$ cat src/rtl/fp16_pkg.sv
// Shared binary16 definitions: field widths, special encodings, operand classification.
package fp16_pkg;
  localparam int EXP_W = 5;
  localparam int FRAC_W = 10;
  localparam int BIAS = 15;
  localparam logic [15:0] QNAN = 16'h7E00;
  localparam logic [15:0] PINF = 16'h7C00;

  typedef struct packed {
    logic              sign;
    logic [EXP_W-1:0]  exp;
    logic [FRAC_W-1:0] frac;
  } fp16_t;

  typedef enum logic [2:0] {ZERO, SUBNORM, NORMAL, INF, NAN} fp16_class_t;

  function automatic fp16_class_t classify(input fp16_t x);
    if (x.exp == '0) return (x.frac == '0) ? ZERO : SUBNORM;
    if (x.exp == '1) return (x.frac == '0) ? INF : NAN;
    return NORMAL;
  endfunction
endpackage

$ cat src/rtl/fp16_multiplier_if.sv
// Operand/result bundle of the FP16 multiplier; master drives operands, slave returns results.
interface fp16_multiplier_if;
  logic        in_valid;
  logic [15:0] a;
  logic [15:0] b;
  logic        out_valid;
  logic [15:0] out;
  logic        flag_invalid;
  logic        flag_overflow;
  logic        flag_underflow;
  logic        flag_inexact;

  modport master (
    output in_valid, a, b,
    input  out_valid, out, flag_invalid, flag_overflow, flag_underflow, flag_inexact
  );

  modport slave (
    input  in_valid, a, b,
    output out_valid, out, flag_invalid, flag_overflow, flag_underflow, flag_inexact
  );
endinterface

$ cat src/rtl/fp16_round_pack.sv
// Rounds a normalized significand (leading 1, 10 fraction bits, guard/round/sticky) to binary16
// with RNE, denormalizing tiny results and saturating overflow to signed infinity.
module fp16_round_pack (
  input  logic              sign,
  input  logic signed [7:0] exp,
  input  logic [13:0]       sig,
  output logic [15:0]       result,
  output logic              overflow,
  output logic              underflow,
  output logic              inexact
);
  import fp16_pkg::*;

  logic [7:0]  dshift;
  logic [3:0]  sh;
  logic [26:0] wide;
  logic [12:0] low;
  logic [7:0]  exp_u;
  logic        rup;
  logic        lost_any;
  logic [17:0] rounded;

  always_comb begin
    dshift = '0;
    sh     = '0;
    wide   = '0;
    exp_u  = '0;
    low    = sig[12:0];
    if (exp < 8'sd1) begin
      // Beyond 14 places every bit is already in the sticky position.
      dshift = 8'(8'sd1 - exp);
      sh     = (dshift > 8'd14) ? 4'd14 : dshift[3:0];
      wide   = 27'({sig, 14'b0} >> sh);
      low    = {wide[26:15], wide[14] | (|wide[13:0])};
    end else begin
      exp_u = $unsigned(exp);
    end
    lost_any = |low[2:0];
    rup      = low[2] & (low[1] | low[0] | low[3]);
    // Carry out of the fraction lands in the exponent field, renormalizing for free.
    rounded  = {exp_u, low[12:3]} + 18'(rup);
    if (rounded[17:10] >= 8'd31) begin
      result    = {sign, PINF[14:0]};
      overflow  = 1'b1;
      underflow = 1'b0;
      inexact   = 1'b1;
    end else begin
      result    = {sign, rounded[14:0]};
      overflow  = 1'b0;
      inexact   = lost_any;
      underflow = lost_any && (rounded[17:10] == 8'd0);
    end
  end
endmodule

$ cat src/rtl/fp16_multiplier.sv
// Two-stage binary16 multiplier: unpack/multiply, then normalize/round/pack with IEEE flags.
module fp16_multiplier (
  input logic              clk,
  input logic              rst,
  fp16_multiplier_if.slave bus
);
  import fp16_pkg::*;

  function automatic logic [4:0] lzc22(input logic [21:0] v);
    lzc22 = 5'd22;
    for (int i = 0; i < 22; i++) if (v[i]) lzc22 = 5'(21 - i);
  endfunction

  fp16_t             op_a, op_b;
  fp16_class_t       cls_a, cls_b;
  logic [4:0]        eff_exp_a, eff_exp_b;
  logic [10:0]       sig_a, sig_b;
  logic              sign_c, spec_c, invalid_c;
  logic [21:0]       prod_c;
  logic signed [6:0] exp_sum_c;
  logic [15:0]       spec_val_c;

  assign op_a = bus.a;
  assign op_b = bus.b;

  always_comb begin
    cls_a      = classify(op_a);
    cls_b      = classify(op_b);
    eff_exp_a  = (op_a.exp == '0) ? 5'd1 : op_a.exp;
    eff_exp_b  = (op_b.exp == '0) ? 5'd1 : op_b.exp;
    sig_a      = {op_a.exp != '0, op_a.frac};
    sig_b      = {op_b.exp != '0, op_b.frac};
    prod_c     = 22'(sig_a) * 22'(sig_b);
    exp_sum_c  = $signed({2'b00, eff_exp_a}) + $signed({2'b00, eff_exp_b}) - $signed(7'(BIAS));
    sign_c     = op_a.sign ^ op_b.sign;
    spec_c     = 1'b1;
    invalid_c  = 1'b0;
    spec_val_c = '0;
    if (cls_a == NAN || cls_b == NAN || (cls_a == INF && cls_b == ZERO) ||
        (cls_a == ZERO && cls_b == INF)) begin
      spec_val_c = QNAN;
      invalid_c  = 1'b1;
    end else if (cls_a == INF || cls_b == INF) begin
      spec_val_c = {sign_c, PINF[14:0]};
    end else if (cls_a == ZERO || cls_b == ZERO) begin
      spec_val_c = {sign_c, 15'd0};
    end else begin
      spec_c = 1'b0;
    end
  end

  // ---- stage 1: unpacked product ----
  logic              vld_p1, sign_p1, spec_p1, invalid_p1;
  logic [21:0]       prod_p1;
  logic signed [6:0] exp_p1;
  logic [15:0]       spec_val_p1;

  always_ff @(posedge clk) begin
    if (rst) begin
      vld_p1      <= 1'b0;
      sign_p1     <= 1'b0;
      spec_p1     <= 1'b0;
      invalid_p1  <= 1'b0;
      prod_p1     <= '0;
      exp_p1      <= '0;
      spec_val_p1 <= '0;
    end else begin
      vld_p1      <= bus.in_valid;
      sign_p1     <= sign_c;
      spec_p1     <= spec_c;
      invalid_p1  <= invalid_c;
      prod_p1     <= prod_c;
      exp_p1      <= exp_sum_c;
      spec_val_p1 <= spec_val_c;
    end
  end

  logic [4:0]        lz_c;
  logic [21:0]       norm_c;
  logic signed [7:0] exp_norm_c;
  logic [13:0]       grs_sig_c;
  logic [15:0]       rp_result;
  logic              rp_ovf, rp_unf, rp_inx;

  // Left-justify the leading 1 at bit 21; bit 21 carries weight 2^1 of the raw product.
  assign lz_c       = lzc22(prod_p1);
  assign norm_c     = prod_p1 << lz_c;
  assign exp_norm_c = $signed({exp_p1[6], exp_p1}) + 8'sd1 - $signed({3'b000, lz_c});
  assign grs_sig_c  = {norm_c[21:9], |norm_c[8:0]};

  fp16_round_pack u_round_pack (
    .sign      (sign_p1),
    .exp       (exp_norm_c),
    .sig       (grs_sig_c),
    .result    (rp_result),
    .overflow  (rp_ovf),
    .underflow (rp_unf),
    .inexact   (rp_inx)
  );

  // ---- stage 2: packed result and flags ----
  logic        vld_p2, inv_p2, ovf_p2, unf_p2, inx_p2;
  logic [15:0] out_p2;

  always_ff @(posedge clk) begin
    if (rst) begin
      vld_p2 <= 1'b0;
      out_p2 <= '0;
      inv_p2 <= 1'b0;
      ovf_p2 <= 1'b0;
      unf_p2 <= 1'b0;
      inx_p2 <= 1'b0;
    end else begin
      vld_p2 <= vld_p1;
      if (vld_p1) begin
        out_p2 <= spec_p1 ? spec_val_p1 : rp_result;
        inv_p2 <= spec_p1 & invalid_p1;
        ovf_p2 <= ~spec_p1 & rp_ovf;
        unf_p2 <= ~spec_p1 & rp_unf;
        inx_p2 <= ~spec_p1 & rp_inx;
      end
    end
  end

  assign bus.out_valid      = vld_p2;
  assign bus.out            = out_p2;
  assign bus.flag_invalid   = inv_p2;
  assign bus.flag_overflow  = ovf_p2;
  assign bus.flag_underflow = unf_p2;
  assign bus.flag_inexact   = inx_p2;
endmodule

$ cat src/flat_wrapper.sv
// flat-port wrapper written by rule: the top's interface ports become plain ports
module fp16_multiplier_flat import fp16_pkg::*;
  (clk, rst, bus_in_valid, bus_a, bus_b, bus_out_valid, bus_out, bus_flag_invalid, bus_flag_overflow, bus_flag_underflow, bus_flag_inexact);
  fp16_multiplier_if bus_i ();
  input logic clk;
  input logic rst;
  input wire logic [$bits(bus_i.in_valid)-1:0] bus_in_valid;
  input wire logic [$bits(bus_i.a)-1:0] bus_a;
  input wire logic [$bits(bus_i.b)-1:0] bus_b;
  output wire logic [$bits(bus_i.out_valid)-1:0] bus_out_valid;
  output wire logic [$bits(bus_i.out)-1:0] bus_out;
  output wire logic [$bits(bus_i.flag_invalid)-1:0] bus_flag_invalid;
  output wire logic [$bits(bus_i.flag_overflow)-1:0] bus_flag_overflow;
  output wire logic [$bits(bus_i.flag_underflow)-1:0] bus_flag_underflow;
  output wire logic [$bits(bus_i.flag_inexact)-1:0] bus_flag_inexact;
  assign bus_i.in_valid = bus_in_valid;
  assign bus_i.a = bus_a;
  assign bus_i.b = bus_b;
  assign bus_out_valid = bus_i.out_valid;
  assign bus_out = bus_i.out;
  assign bus_flag_invalid = bus_i.flag_invalid;
  assign bus_flag_overflow = bus_i.flag_overflow;
  assign bus_flag_underflow = bus_i.flag_underflow;
  assign bus_flag_inexact = bus_i.flag_inexact;
  fp16_multiplier u_core (.clk(clk), .rst(rst), .bus(bus_i));
endmodule
$ cat config.mk
export PLATFORM = sky130hd
export DESIGN_NAME = fp16_multiplier_flat
export DESIGN_NICKNAME = d
export VERILOG_FILES = /design/src/rtl/fp16_pkg.sv /design/src/rtl/fp16_multiplier_if.sv /design/src/rtl/fp16_round_pack.sv /design/src/rtl/fp16_multiplier.sv /design/src/flat_wrapper.sv
export SDC_FILE = /design/constraint.sdc
export NUM_CORES = 1
export LEC_CHECK = 0
export BUFFER_PORTS_ARGS = -buffer_cell sky130_fd_sc_hd__buf_2
export CAP_MARGIN = 40
export CELL_PAD_IN_SITES_DETAIL_PLACEMENT = 1
export CELL_PAD_IN_SITES_GLOBAL_PLACEMENT = 1
export CORE_MARGIN = 1
export CORE_UTILIZATION = 43
export CTS_CLUSTER_SIZE = 30
export DETAILED_ROUTE_END_ITERATION = 12
export HOLD_SLACK_MARGIN = 0.05
export PLACE_DENSITY = 0.88
export SETUP_SLACK_MARGIN = 0.2
export SYNTH_ARGS = -nofsm -noshare
export SYNTH_HDL_FRONTEND = slang
export SYNTH_SLANG_ARGS = --single-unit
$ cat constraint.sdc
create_clock -name clk -period 5.9 [get_ports clk]
set_input_delay 0.59 -clock clk [delete_from_list [all_inputs] [get_ports clk]]
set_output_delay 0.59 -clock clk [all_outputs]
set_load 0.005 [all_outputs]
==> key figures, run 1 <==
Clock tree
  – Inserted Clock Buffers: 5
  – CTS Sinks: 56
  – H-tree Lvls: 2
  – CTS Buffer Depth: 2
  – Root buffer cell: clkbuf_16

Yosys
  – Sequential share of the synthesized area: 11.76%
  – Synth Instances: 1,218
  – Mapped Area: 9529 µm²
  – Cell variety after synth: 104
  – Top cell type's share of synthesized area: 17.23%
  – Post-synth ARST share: 0%
  – Post-synth top cells: 134 x nand2_1, 126 x inv_1, 115 x nor2_1
  – Syn_nets: 1,415
  – Leading cell type by number of instances after synthesis: nand2_1
  – Synthesized flop and latch total: 56
  – Synth Area per Inst: 7.824 µm²
  – EDFF count, synth: 0
  – Main synth FF type: dfxtp_1
  – Yosys warning total: 0
  – Synth area leader: fa_1
  – Dominant cells by area after synthesis: fa_1 17%, dfxtp_1 12%, ha_1 11%

Place
  – Post-place setup slack: -0.6013 ns
  – Number of port buffers: 55
  – Placed cell area: 11,310 µm²
  – Routability congestion estimate from global placement: 0.9750
  – DP HPWL: 31,060 µm

GRT
  – Largest net degree at the start of global routing: 43
  – Gr ovfl total: 4
  – Tot GR Track Use: 62.16%

Timing
  – Worst Endpoint after GRT Repair: u_core.bus.out[3]$_SDFFE_PP0P_/D
  – Worst ep type: register input

Die
  – Die Span Y: 150.9 µm
  – Die Width: 150.9 µm
  – Rows: 54
  – Ports: 56
  – Initial core utilization: 43.80%

Status
  – Stop stage: 5_1_grt
  – Run Error: [ERROR GRT-0232] Routing congestion too high. Check the congestion heatmap in the GUI.
  – Status: aborted with a tool error
per-stage QoR:
step                      TNS [ns]  cells
after detailed placement    -5.250   1657
after global placement    -0.05026   1655
after floorplan            -0.6571   1218
after CTS                  -0.4073   1713
kinds of logic after synthesis:
group	count (synthesis)	share of synthesized area, %
AO/OA/AOI/OAI	295	23.23
XOR/XNOR	36	3.388
adder cells (fa/ha/maj)	162	27.73
buffers and inverters	190	8.114
flip-flops	56	11.76
multiplexers	18	1.943
AND/OR/NAND/NOR	461	23.83
routing by layer:
layer | track usage (%) | overflow
met1 | 60.98 | 0
met2 | 83.28 | 1
met3 | 42.47 | 0
met4 | 64.15 | 3
met5 | 6.591 | 0
repair_timing:
item                       in CTS
pin swaps                      37
buffers inserted               46
hold buffers                    0
resized for setup              67
gates cloned                    2
setup endpoints to repair      22
==> run 2, diff against run 1 <==
--- a/config.mk
+++ b/config.mk
@@ -7,15 +7,10 @@
 export LEC_CHECK = 0
 export BUFFER_PORTS_ARGS = -buffer_cell sky130_fd_sc_hd__buf_2
 export CAP_MARGIN = 40
-export CELL_PAD_IN_SITES_DETAIL_PLACEMENT = 1
-export CELL_PAD_IN_SITES_GLOBAL_PLACEMENT = 1
 export CORE_MARGIN = 1
-export CORE_UTILIZATION = 43
-export CTS_CLUSTER_SIZE = 30
+export CORE_UTILIZATION = 40
 export DETAILED_ROUTE_END_ITERATION = 12
-export HOLD_SLACK_MARGIN = 0.05
-export PLACE_DENSITY = 0.88
-export SETUP_SLACK_MARGIN = 0.2
+export PLACE_DENSITY_LB_ADDON = 0.15
 export SYNTH_ARGS = -nofsm -noshare
 export SYNTH_HDL_FRONTEND = slang
 export SYNTH_SLANG_ARGS = --single-unit
==> constraint.sdc (replaced) <==
create_clock -name clk -period 7.65 [get_ports clk]
set_input_delay 0.765 -clock clk [delete_from_list [all_inputs] [get_ports clk]]
set_output_delay 0.765 -clock clk [all_outputs]
set_load 0.005 [all_outputs]
==> key figures, run 2 <==
Timing
  – Unrepaired setup endpoints after global routing: no
  – Slew HR: 44.68%
  – Final setup violation count: 0
  – Slew Limit Fails: 0
  – Fin Setup TNS: 0 ns
  – Worst-Margin Slew: 0.8261 ns
  – Final WS setup: 0.5527 ns
  – Fin crit period: 7.097 ns
  – Tcrit/Tclk final: 92.77%
  – Clk_skew: 0.01148 ns
  – Final hold viol count: 0
  – Max Freq: 140.9 MHz

Route
  – Iter 0 DRT Violations: 670
  – Via Count: 9,026
  – Via density: 5.786
  – Final WL: 27,420 µm
  – Residual DRC count: 0
  – DRT Pass-1 Iters: 5
  – ANT nets after route: 0
  – Wire length per cell: 17.58 µm

GRT
  – Largest net degree at the start of global routing: 43
  – Gr ovfl total: 0
  – Global-route wire length before repair: 45,820 µm
  – Vias in the first global route: 8,926
  – Tot GR Track Use: 23.23%
  – Antenna violations before repair: 0

Clock tree
  – Hold buffers post-CTS: 0 (unchanged)
  – Post CTS Setup Buffer Count: 0 (-100%)
  – Reg clk slew, reported paths: 0.08 ns
  – PostCTS Resize Cnt: 0 (-100%)
  – Root buffer cell: clkbuf_16
  – CTS Buffer Depth: 2 (unchanged)
  – H-tree Lvls: 2 (unchanged)
  – CTS tree: built
  – Clk Latency, worst-skew pair: 0.31 ns
  – CTS Sinks: 56 (unchanged)
  – Inserted Clock Buffers: 5 (unchanged)

Finish
  – Share of cells above drive strength 1: 10.80%
  – Cell area after layout: 10,220 µm²
  – Commonest cells after routing, fill and taps aside: 134 x nand2_1, 126 x inv_1, 114 x nor2_1, 82 x fa_1, 80 x ha_1
  – Area Growth Syn to Fin: 7.248%
  – Commonest non-fill, non-tap cell in the layout: nand2_1
  – Fill count: 2,498
  – Final nets: 1,437
  – N_diodes: 0
  – Most flop-heavy register: u_core.prod_p1
  – Number of flip-flops in the largest register: 22

Yosys
  – Cell variety after synth: 104 (unchanged)
  – Synth Instances: 1,218 (unchanged)
  – Synth Area per Inst: 7.824 µm² (unchanged)
  – Synthesized flop and latch total: 56 (unchanged)
  – Sequential share of the synthesized area: 11.76% (unchanged)
  – Top cell type's share of synthesized area: 17.23% (unchanged)
  – Dominant cells by area after synthesis: fa_1 17%, dfxtp_1 12%, ha_1 11%
  – Post-synth ARST share: 0% (unchanged)
  – Syn_nets: 1,415 (unchanged)
  – Leading cell type by number of instances after synthesis: nand2_1
  – Mapped Area: 9529 µm² (unchanged)
  – Main synth FF type: dfxtp_1
  – Synth area leader: fa_1
  – Yosys warning total: 0 (unchanged)
  – EDFF count, synth: 0 (unchanged)
  – Post-synth top cells: 134 x nand2_1, 126 x inv_1, 115 x nor2_1

Setup path
  – Crit. End Element: flip-flop
  – CP arrival: 7.35 ns
  – Critical Path RT: 7.91 ns
  – Crit path launch type: flip-flop
  – Worst setup path category: reg -> reg
  – Crit-path max FO: 20

Status
  – Status: complete, no violations

Worst hold path
  – Worst hold path class: reg -> reg

Place
  – Post-place setup slack: 0.6438 ns (+1.245 ns)
  – Routability congestion estimate from global placement: 0.9422 (-3.4%)
  – Number of port buffers: 55 (unchanged)
  – Placed cell area: 10,070 µm² (-11%)
  – DP HPWL: 21,930 µm (-29%)

Die
  – Die Span Y: 156.3 µm (+3.6%)
  – Ports: 56 (unchanged)
  – Die Area: 24,440 µm²
  – Die Width: 156.3 µm (+3.6%)
  – Rows: 56 (+3.7%)
  – Core Footprint: 23,400 µm²
  – Initial core utilization: 40.72% (-3.1 points)

Job
  – # Max-Cap Violations: 0
==> run 2: cell counts after synthesis <==
No cell type changed its count.
==> run 2: final timing paths <==
path                                 start                  endpoint  slack [ns]  cells past startpoint
setup / recovery        u_core.prod_p1[20]         u_core.bus.out[5]        0.55                     25
hold / removal    u_core.bus.flag_overflow  u_core.bus.flag_overflow        0.46                      2
setup reg to reg        u_core.prod_p1[20]         u_core.bus.out[5]        0.55                     25
hold reg to reg   u_core.bus.flag_overflow  u_core.bus.flag_overflow        0.46                      2
==> run 2: metrics by stage <==
stage	std cells	hold slack (ns)	utilization, %
after floorplan	1218	0.4487	-
after global placement	1549	0.4324	42.94
after detailed placement	1552	0.4428	43.01
after CTS	1560	0.4623	43.67
after global routing	1560	0.4878	43.67
final	1560	0.4575	43.67
==> run 2: logic make-up (layout without fill, tap and decap cells) <==
logic type      after synthesis  after routing  synth area share (%)
simple gates                461            461                 23.83
compound gates              295            295                 23.23
flops                        56             56                 11.76
fa+ha+maj                   162            162                 27.73
buf+inv                     190            213                 8.114
xor+xnor                     36             36                 3.388
mux                          18             18                 1.943
==> run 2: metal layers <==
layer,track usage [%],share of wire (%),vias to the layer above
met1,31.26,46,4404
met4,7.516,2.4,0
met3,1.800,4.5,53
met2,39.33,47,259
li1,-,-,4310
met5,0,0,-
==> run 2: critical path, cell delays in order, from the launching register on <==
cell	delay (ns)
dfxtp_1	0.44
nor3_2	0.46
and2_1	0.45
a21oi_4	0.14
inv_2	0.26
ha_1	0.21
ha_1	0.17
inv_1	0.06
fa_1	0.41
xnor2_2	0.37
nor2_2	0.09
or3_1	0.42
a2111oi_4	0.47
nor2_2	0.10
nor2b_1	0.13
buf_4	0.27
o21ai_1	0.23
a221oi_1	0.38
o211ai_2	0.23
and2_1	0.21
ha_1	0.21
inv_1	0.17
o21ai_0	0.16
o21a_1	0.20
a32oi_2	0.55
a32o_1	0.26
==> run 2: layout make-up <==
class,instances,area (µm²),area share [%]
Clock buffer,5,125.1,1.224
Clock inverter,3,28.78,0.2816
Inverter,130,488.0,4.775
Multi-Input combinational cell,972,7637,74.73
Sequential cell,56,1121,10.97
Tap cell,319,399.1,3.905
Timing Repair Buffer,75,420.4,4.114
Power of run 2 is not shown: default switching activity piles up to over one toggle a cycle in this logic, so the estimate is an artifact.
==> run 3, diff against run 2 <==
--- a/config.mk
+++ b/config.mk
@@ -13,4 +13,5 @@
 export PLACE_DENSITY_LB_ADDON = 0.15
 export SYNTH_ARGS = -nofsm -noshare
 export SYNTH_HDL_FRONTEND = slang
+export SYNTH_HIERARCHICAL = 1
 export SYNTH_SLANG_ARGS = --single-unit
==> key figures, run 3 <==
Yosys
  – Post-synthesis xor/xnor area fraction: 2.602% (-0.79 points)
  – Main synth FF type: dfxtp_1
  – Synth area leader: fa_1
  – Synth Area per Inst: 7.827 µm² (about the same)
  – Dominant cells by area after synthesis: fa_1 17%, dfxtp_1 12%, ha_1 11%
  – Mux cell area share after synthesis: 4.474% (+2.5 points)
  – Mapped Area: 9424 µm² (-1.1%)
  – Synth Instances: 1,204 (-1.1%)
  – Post-synth ARST share: 0% (unchanged)
  – Post-Synth Adder-Cell Area: 28.44% (+0.71 points)
  – Largest family of logic cells by synthesized area: adder cells
  – Post-Synth Simple-Gate Area: 25.01% (+1.2 points)
  – Top cell type's share of synthesized area: 17.42% (+0.19 points)
  – Synthesized flop and latch total: 56 (unchanged)
  – Post-synth top cells: 129 x inv_1, 117 x nand2_1, 94 x nor2_1
  – Leading cell type by number of instances after synthesis: inv_1
  – Yosys warning total: 6 (+6)
  – Post-synthesis compound-gate area fraction: 18.61% (-4.6 points)
  – Sequential share of the synthesized area: 11.90% (+0.13 points)
  – Cell variety after synth: 93 (-11%)
  – Syn_nets: 1,404 (-0.78%)
  – EDFF count, synth: 0 (unchanged)

Worst hold path
  – Hold_sp: u_core/bus.flag_invalid
  – Hold path depth: 2 (unchanged)
  – End of the worst hold path: u_core/bus.flag_invalid
  – Worst hold path class: reg -> reg

Finish
  – Commonest non-fill, non-tap cell in the layout: inv_1
  – N_diodes: 0 (unchanged)
  – Share of cells above drive strength 1: 10.63% (-0.17 points)
  – Number of flip-flops in the largest register: 22 (unchanged)
  – Area Growth Syn to Fin: 7.129%
  – Commonest cells after routing, fill and taps aside: 129 x inv_1, 117 x nand2_1, 93 x nor2_1, 83 x ha_1, 82 x fa_1
  – Final nets: 1,413 (-1.7%)
  – Most flop-heavy register: u_core/prod_p1
  – Fill count: 2,426 (-2.9%)

GRT
  – Largest net degree at the start of global routing: 57 (+33%)
  – Antenna violations before repair: 0 (unchanged)
  – Vias in the first global route: 8,171 (-8.5%)
  – Gr ovfl total: 0 (unchanged)
  – Tot GR Track Use: 21.25% (-2.0 points)
  – Global-route wire length before repair: 41,880 µm (-8.6%)

Die
  – Die Span Y: 155.5 µm (-0.55%)
  – Core Footprint: 22,850 µm² (-2.4%)
  – Ports: 56 (unchanged)
  – Die Width: 155.5 µm (-0.55%)
  – Rows: 55 (-1.8%)
  – Die Area: 24,180 µm² (-1.1%)
  – Initial core utilization: 41.25% (+0.53 points)

Route
  – DRT Pass-1 Iters: 7 (+2)
  – Final WL: 25,060 µm (-8.6%)
  – Iter 0 DRT Violations: 465 (-31%)
  – ANT nets after route: 0 (unchanged)
  – Via density: 5.509 (-4.8%)
  – Residual DRC count: 0 (unchanged)
  – Via Count: 8,413 (-6.8%)
  – Wire length per cell: 16.41 µm (-6.6%)

Clock tree
  – Reg clk slew, reported paths: 0.07 ns (about the same)
  – CTS Buffer Depth: 2 (unchanged)
  – CTS tree: built
  – H-tree Lvls: 2 (unchanged)
  – Clk Latency, worst-skew pair: 0.29 ns (-0.02 ns)
  – Root buffer cell: clkbuf_16
  – CTS Sinks: 56 (unchanged)
  – Inserted Clock Buffers: 5 (unchanged)
  – Post CTS Setup Buffer Count: 0 (unchanged)

Setup path
  – CP arrival: 7.23 ns (-0.12 ns)
  – Reg2Reg Launch Point: u_core/prod_p1[18]
  – Crit-path max FO: 17 (-15%)
  – Crit-path leading delay family: simple AND/OR/NAND/NOR gates
  – Reg-to-reg endpoint: u_core/bus.flag_inexact
  – Slowest cell on crit path: or4_1
  – Crit-path most repeated cell: nor2_1
  – Critical Path RT: 7.81 ns (-0.10 ns)
  – Worst setup path category: reg -> reg
  – Max incr delay on CP: 0.60 ns (+0.05 ns)
  – Register-to-Register Path Depth: 28 (+12%)
  – R2r setup slk: 0.58 ns (+0.03 ns)
  – Crit path launch type: flip-flop
  – Crit. End Element: flip-flop
  – CP Buf/Inv Count: 4 (unchanged)

Timing
  – Unrepaired setup endpoints after global routing: no
  – Final hold viol count: 0 (unchanged)
  – Clk_skew: 0.008666 ns (-0.002815 ns)
  – Fin Setup TNS: 0 ns (unchanged)
  – Tcrit/Tclk final: 92.36% (-0.41 points)
  – Worst-Margin Slew: 0.8660 ns (+0.03986 ns)
  – Worst hold slack: 0.4756 ns (+0.01806 ns)
  – Final setup violation count: 0 (unchanged)
  – Max Freq: 141.5 MHz (+0.45%)
  – Slew HR: 42.15% (-2.5 points)
  – Slew Limit Fails: 0 (unchanged)
  – Fin crit period: 7.066 ns (-0.03154 ns)

Place
  – Routability congestion estimate from global placement: 0.9232 (-2.0%)
  – Number of port buffers: 55 (unchanged)
  – DP HPWL: 20,000 µm (-8.8%)

Status
  – Status: complete, no violations

Job
  – # Max-Cap Violations: 0 (unchanged)
run 3: cells by family after synthesis:
kind of cell,after synthesis
compound gates,256
flops,56
fa+ha+maj,165
xor+xnor,28
buf+inv,205
mux,42
simple gates,452
run 3: worst max path at each step:
stage                       startpoint                         to  slack, ns  depth (start not counted)
detailed placement  u_core/prod_p1[18]    u_core/bus.flag_inexact       0.59                         26
CTS                 u_core/prod_p1[18]    u_core/bus.flag_inexact       0.57                         26
finish              u_core/prod_p1[18]    u_core/bus.flag_inexact       0.58                         28
global route         u_core/prod_p1[0]    u_core/bus.flag_inexact       0.04                         31
floorplan            u_core/prod_p1[6]          u_core/bus.out[9]       1.22                         31
global placement    u_core/prod_p1[18]  u_core/bus.flag_underflow       0.70                         25
run 3: worst reg2reg max path: cells and delay by family, from the launching register on:
| kind | cells | cell delay, ns |
|---|---|---|
| adders and majority gates | 3 | 1.09 |
| DFF | 1 | 0.36 |
| and+or+nand+nor | 11 | 2.83 |
| buffers and inverters | 4 | 0.49 |
| xor gates and xnor gates | 1 | 0.22 |
| AOI/OAI and AO/OA | 9 | 1.95 |
run 3: metrics by stage:
stage               cells  worst slack, ns  area, µm²  util [%]
CTS                  1527           0.5654      10080     44.12
global placement     1517           0.7012       9891     43.29
global route         1527          0.03607      10100     44.19
finish               1527           0.5843      10100     44.19
floorplan            1204            1.225       9424         -
detailed placement   1519           0.5894       9913     43.39
run 3: cell type report:
type	count	area (µm²)	share of cell area, %
Multi-Input combinational cell	943	7486	74.15
Timing Repair Buffer	74	425.4	4.214
Clock buffer	6	128.9	1.276
Tap cell	313	391.6	3.879
Inverter	133	504.2	4.994
Sequential cell	56	1121	11.10
Clock inverter	2	38.79	0.3842
run 3: layer usage:
layer  global-route usage (%)  part of all wire (%)  vias to the layer above
li1                         -                     -                     4146
met1                    29.10                    49                     4056
met2                    35.98                    46                      175
met3                    1.532                   2.8                       36
met4                    5.836                   2.0                        0
met5                        0                     0                        -
run 3: repair_timing:
item                       CTS  global route
setup endpoints to repair    0            12
hold buffers                 0             0
resized for setup            0             4
Power of run 3 is left out for the same reason.
